[config.mk]
export PLATFORM = sky130hd
export DESIGN_NAME = gcd_lcm_stage
export DESIGN_NICKNAME = d
export VERILOG_FILES = /design/src/rtl/gcd_lcm_stage.sv
export SDC_FILE = /design/constraint.sdc
export NUM_CORES = 1
export LEC_CHECK = 0
export CORE_ASPECT_RATIO = 0.9
export CORE_MARGIN = 1.5
export CORE_UTILIZATION = 53
export CTS_CLUSTER_SIZE = 28
export DETAILED_ROUTE_END_ITERATION = 7
export PLACE_DENSITY = 0.79
export SLEW_MARGIN = 25
export SYNTH_ARGS = -nofsm -noshare
export SYNTH_HDL_FRONTEND = slang
export SYNTH_SLANG_ARGS = --single-unit
[constraint.sdc]
create_clock -name clk -period 2.45 [get_ports clk]
set_clock_uncertainty 0.2 [all_clocks]
set_input_delay 0.245 -clock clk [delete_from_list [all_inputs] [get_ports clk]]
set_output_delay 0.245 -clock clk [all_outputs]
set_load 0.02 [all_outputs]
[src/rtl/gcd_lcm_stage.sv]
// gcd_lcm_stage: turns an operand pair and its gcd into lcm = (xin*yin)/gin
// using a sequential restoring divider (one quotient bit per clock), with a
// valid/ready handshake on both the operand side and the result side.
module gcd_lcm_stage #(
  parameter int WIDTH = 4
) (
  input  logic                 clk,
  input  logic                 rst_n,
  input  logic [WIDTH-1:0]     xin,
  input  logic [WIDTH-1:0]     yin,
  input  logic [WIDTH-1:0]     gin,
  input  logic                 in_valid,
  output logic                 in_ready,
  output logic [2*WIDTH-1:0]   lcm,
  output logic [WIDTH-1:0]     rem,
  output logic                 div_err,
  output logic                 out_valid,
  input  logic                 out_ready
);

  localparam int unsigned PW    = 2 * WIDTH;
  localparam int unsigned CNT_W = (PW > 1) ? $clog2(PW) : 1;

  localparam logic [1:0] IDLE = 2'd0;
  localparam logic [1:0] DIV  = 2'd1;
  localparam logic [1:0] DONE = 2'd2;

  localparam logic [CNT_W-1:0] LAST_STEP = CNT_W'(PW - 1);

  logic [1:0]        state;
  logic [WIDTH-1:0]  divisor;
  logic [PW-1:0]     quo;        // dividend bits shift out at the top, quotient bits in at the bottom
  logic [WIDTH:0]    rmd;        // one spare bit so the shifted remainder never overflows the compare
  logic [CNT_W-1:0]  cnt;

  logic              accept;
  logic              release_out;
  logic [PW-1:0]     product;
  logic [WIDTH:0]    rmd_shift;
  logic [WIDTH:0]    rmd_next;
  logic [PW-1:0]     quo_next;

  assign in_ready    = (state == IDLE);
  assign out_valid   = (state == DONE);
  assign accept      = in_valid && in_ready;
  assign release_out = out_valid && out_ready;
  assign product     = PW'(xin) * PW'(yin);

  // One restoring shift-subtract step on the current divider state.
  always_comb begin
    rmd_shift = {rmd[WIDTH-1:0], quo[PW-1]};
    rmd_next  = rmd_shift;
    quo_next  = {quo[PW-2:0], 1'b0};
    if (rmd_shift >= {1'b0, divisor}) begin
      rmd_next = rmd_shift - {1'b0, divisor};
      quo_next = {quo[PW-2:0], 1'b1};
    end
  end

  // Control FSM plus divider datapath and result registers.
  always_ff @(posedge clk or negedge rst_n) begin
    if (!rst_n) begin
      state   <= IDLE;
      divisor <= '0;
      quo     <= '0;
      rmd     <= '0;
      cnt     <= '0;
      lcm     <= '0;
      rem     <= '0;
      div_err <= 1'b0;
    end else begin
      case (state)
        IDLE: begin
          if (accept) begin
            divisor <= gin;
            quo     <= product;
            rmd     <= '0;
            cnt     <= '0;
            if (gin == '0) begin
              lcm     <= '0;
              rem     <= '0;
              div_err <= 1'b1;
              state   <= DONE;
            end else begin
              state   <= DIV;
            end
          end
        end
        DIV: begin
          quo <= quo_next;
          rmd <= rmd_next;
          cnt <= cnt + 1'b1;
          if (cnt == LAST_STEP) begin
            lcm     <= quo_next;
            rem     <= rmd_next[WIDTH-1:0];
            div_err <= 1'b0;
            state   <= DONE;
          end
        end
        DONE: begin
          if (release_out) begin
            state <= IDLE;
          end
        end
        default: state <= IDLE;
      endcase
    end
  end

endmodule

# == Word level (Yosys, flattened, before mapping) ==
# Cells that the tools add are included.
# totals
mem_bits_ro,0
mem_count,0
register_bits,34
latch_bits,0
mem_bits_rw,0
output_inout_bits,15
# op_classes
shift,0
muxes,25
div,0
n_reduce_logical,9
order_cmp,1
n_addsub,2
n_bitwise,0
multipliers,1
eq_ne,7
# op_table
operator,n
two-way mux 8 bit,4
one-hot mux 8 bit (2 select lines),2
two-way mux 4 bit,5
one-hot mux 4 bit (2 select lines),2
multiplier 4 x 4 -> 8 bit,1
two-way mux 2 bit,4
"inequality test 2 x 1 -> 1 bit, second input constant",3
one-hot mux 2 bit (3 select lines),1
one-hot mux 3 bit (2 select lines),1
greater-or-equal comparator 5 x 4 -> 1 bit,1
zero test 4 bit,1
two-way mux 1 bit,4
AND reduction 2 bit,2
AND reduction 4 bit,1
subtractor 4 bit,1
"adder 3 x 1 -> 3 bit, second input constant",1
"equality test 3 bit, second input constant",1
two-way mux 3 bit,1
AND reduction 3 bit,1
"equality test 2 x 1 -> 1 bit, second input constant",1
"equality test 2 bit, second input constant",1
logical AND 1 bit,2
zero test 2 bit,1
"inequality test 2 bit, second input constant",1
2 further kinds,2

# == Depth between registers and ports, before layout ==
# logic_depth
depth_word,4
depth_mapped,10
depth_no_buf,10

# == Least setup slack after synthesis ==
# Ideal clock, no wire load.
# synth_timing
path_kind,in2reg
startpoint,input port xin[0]
endpoint,register quo[7]
path_stages,10
arrival_time_ns,2.491
path_buffers,0
setup_time_ns,0.138
slack_ns,-0.378
cell_sequence,nand2_1 > fa_1 > inv_1 > fa_1 > ha_1 > a211oi_1 > o21bai_1 > a21oi_1 > xor2_1 > o221ai_1
# synth_via
elab_chain_cells,3
# synth_lines
item,line,text
start: declaration,9,"input logic [WIDTH-1:0] xin,"
multiplier 4 x 4 -> 8 bit,47,assign product = PW'(xin) * PW'(yin);
two-way mux 8 bit,74,if (accept) begin
one-hot mux 8 bit (2 select lines),72,case (state)
end signal: assignment,76,quo <= product;
end signal: assignment,90,quo <= quo_next;
end: declaration,32,logic [PW-1:0] quo;
# No other way between the ends. The select of a mux whose other input is x is not followed.
# A chain may end at the register's enable or synchronous reset.

# == Worst setup path in the final report ==
# layout_timing
startpoint,input port yin[1]
endpoint,register quo[7]
# layout_via
elab_chain_cells,3
# layout_lines
item,line,text
start: declaration,10,"input logic [WIDTH-1:0] yin,"
multiplier 4 x 4 -> 8 bit,47,
two-way mux 8 bit,74,
one-hot mux 8 bit (2 select lines),72,
# No other way between the ends. The select of a mux whose other input is x is not followed.

==> implementation parameters <==
Parameter                              Value

Run status
  Result of the run ... finished, violations left
  Violations in the final reports ... setup timing

Routing
  Avg Vias per Cell ... 5.752
  Starting DRC count in detailed routing ... between 100 and 150
  Vias after detailed routing ... approximately 1700
  Number of detailed-routing iterations run before antenna repair ... 4
  DRC violations left ... 0
  Wirelength, routed ... 4.960 mm
  Average routed wire per standard cell ... 16.64 um
  Count of nets left with antenna violations after detail routing ... 0

Synthesis
  Most used flip-flop cell after synthesis ... dfrtp_1
  Net Count, Synth ... roughly 240
  Proportion of synthesized flip-flops having asynchronous set or reset ... 100.0%
  Cell count after synthesis ... between 200 and 250
  Synth cell count leaders ... dfrtp_1 (34), nand2_1 (34), o21ai_0 (22)
  Synth cell types ... 37
  Largest cells by area after synthesis ... dfrtp_1 (43%), ha_1 (11%), nand2_1 (6.4%)
  Cell area after synthesis ... 0.001988 mm2
  Area share of the largest cell type after synthesis ... between 40 and 50%
  Yosys top cell by area ... dfrtp_1
  Number of synthesized flops with an enable pin ... 0
  Yosys reg bits ... 34
  Sequential element share of the synthesized area ... 42.79%
  Synth Warn # ... 0
  Average cell area after synthesis ... a little under 10 um2

Timing
  Slew at the pin with the worst max-slew slack ... 479.5 ps
  Tightest slew margin relative to the limit ... a little under 70%
  Total negative setup slack ... -774.8 ps
  Final Hold Fails ... 0
  # setup viols final ... 4
  Pins Over Slew Limit ... 0
  Worst setup slack after layout ... -225.2 ps
  Setup repair after global routing missed its margin ... yes
  Period minus WS final ... 2675 ps
  Maximum clock rate ... 373.8 MHz
  Portion of the clock cycle consumed by the worst path in the final layout ... 109.2%
  Worst Hold Margin ... approximately 160 ps

Global routing
  Maximum number of pins on one net before global-route repair ... 35
  Initial antenna violation count ... 0
  Vias in the first global route ... 1750
  Overall fraction of global-route tracks in use ... 27.76%
  Global-route wire length before repair ... roughly 8 mm
  Final global-route overflow total ... 0

Final layout
  Number of nets at the end of the flow ... ~290
  Number of diodes added for antenna fixing ... 0
  Layout cells sized above 1 ... 21.26%
  Synth-to-Final Area Change ... 35.49%
  Post-layout util ... 77.45%
  Non-filler cells in the finished layout ... 298
  Total non-filler cell area in the finished layout ... approximately 0.0027 mm2

Floorplanning
  Num ports ... 31
  Die outline width ... about 68 um
  Number of core rows ... 20
  Area enclosed by the die boundary ... a little over 0.004 mm2
  Overall die height ... approximately 61 um
  Core area ... ~0.0035 mm2
  Initial cell density of the core ... between 50% and 60%

Clock tree
  CTS buffer count ... 5
  Clock Path Buffers ... 2
  TritonCTS clock tree ... built
  Max H-tree Level ... 2
  Worst skew pair latency ... 290 ps
  # hold bufs at CTS ... 0
  Root buffer cell ... clkbuf_8
  Clock transition time at the flip-flop clock pins of the worst setup and hold paths ... 70 ps
  Total number of clock tree sinks ... 34

Worst setup path
  Largest stage delay on the critical path ... around 600 ps
  Crit Path Max Fanout ... 2
  Arrival time reported for the critical path endpoint ... between 2000 and 3000 ps
  Crit path kind ... in -> reg
  Crit-path slowest cell ... fa_2
  Worst path required time ... 2420 ps
  Sequence of cells on the critical path ... buf_8, nand2_8, fa_1, inv_2, fa_2, buf_6, ha_4, a211oi_4, o21bai_1, a21oi_1, xor2_1, o221ai_1
  Startpoint kind of the worst setup timing path ... input pin
  Kind of end point of the critical path ... flop

Pwr
  Areal power density over the cells ... 1158 mW/mm2
  Maximum ir drop on the vdd rail ... 761.2 uV
  Final total power ... 3.118 mW
  Static power due to leakage ... 1.281 nW

Place
  Final weighted congestion of routability-driven global placement ... 0.8424
  Half-perimeter wire length after placement ... about 3.4 mm
  Worst setup slack before clock tree synthesis ... -927.8 ps
  Total cell area at the placement stage ... 0.002462 mm2
  Buffers on Ports ... 30
  Count of placed standard cells including taps ... around 290

Worst hold path
  Class of the tightest hold or removal check ... in -> async

Flow run
  Number of violations of the max-capacitance limit ... 0
## final timing paths
path	start	cells after the start	to	slack, ps
max	yin[1]	12	quo[7]	-230
max reg2reg	rmd[1]	7	rem[1]	210
min reg2reg	rem[2]	2	rem[2]	280
min in group clk	xin[0]	4	quo[0]	170
min	rst_n	2	rmd[2]	160
max in group asynchronous	rst_n	2	lcm[4]	1600
## critical path: cells and delay by family
kind                     cells  cell delay, ps
buffers and inverters        3             250
XOR/XNOR                     1             150
AND/OR/NAND/NOR              1              50
adder cells (fa/ha/maj)      3            1330
AO/OA/AOI/OAI                4             620
## layout make-up
| type | instances | area (um2) |
|---|---|---|
| multi-input combinational | 152 | 1157 |
| fill | 222 | 784.5 |
| clock buffer | 6 | 82.58 |
| sequential | 34 | 850.8 |
| clock inverter | 1 | 30.03 |
| timing repair buffer | 52 | 484.2 |
| inverter | 9 | 33.78 |
| tap | 44 | 55.05 |
## cells in the final DEF (no fill, tap or decap), types with 5 or more instances in the layout
cell and n:
a21oi_1 5, and2_1 10, buf_4 20, clkbuf_8 6, clkdlybuf4s50_1 23, dfrtp_1 34
ha_1 16, inv_1 8, nand2_1 31, nor2_1 11, o21ai_0 20
## state kept, by name (all words and copies together), names as in the netlist
signal	count
rem	4
div_err	1
quo	8
cnt	3
divisor	4
rmd	4
state	2
lcm	8
## kinds of logic (layout without fill, tap and decap cells)
kind of cell             Yosys count  after routing  share of synthesized area, %
AND/OR/NAND/NOR                   71             71                         17.12
adder cells (fa/ha/maj)           23             23                         16.36
AO/OA/AOI/OAI                     49             49                         15.55
XOR/XNOR                           4              4                         1.762
flip-flops                        34             34                         42.79
multiplexers                       5              5                         2.643
buffers and inverters             16             68                         3.776
## per-layer routing
metal | part of all wire, % | vias up | routed length [um] | GRT usage [%]
met2 | 49 | 68 | 2414 | 44.26
met3 | 6.8 | 15 | 337 | 6.764
met1 | 42 | 836 | 2087 | 35.08
li1 | - | 795 | - | -
met5 | 0 | - | 0 | 0
met4 | 2.4 | 0 | 120 | 15.45
## power breakdown
part	total [mW]	internal (mW)	switching (mW)
registers	0.971	0.792	0.179
clock network	0.529	0.325	0.204
logic	1.62	0.721	0.897
total	3.12	1.84	1.28
## timing repair
| action | in CTS | in global routing |
|---|---|---|
| setup buffers | 4 | 1 |
| setup endpoints to repair | 5 | 5 |
| pin swaps | 18 | 12 |
| cloned | 0 | 0 |
| gates resized for setup | 47 | 6 |
Note: power is estimated with default switching activity, not from simulation.
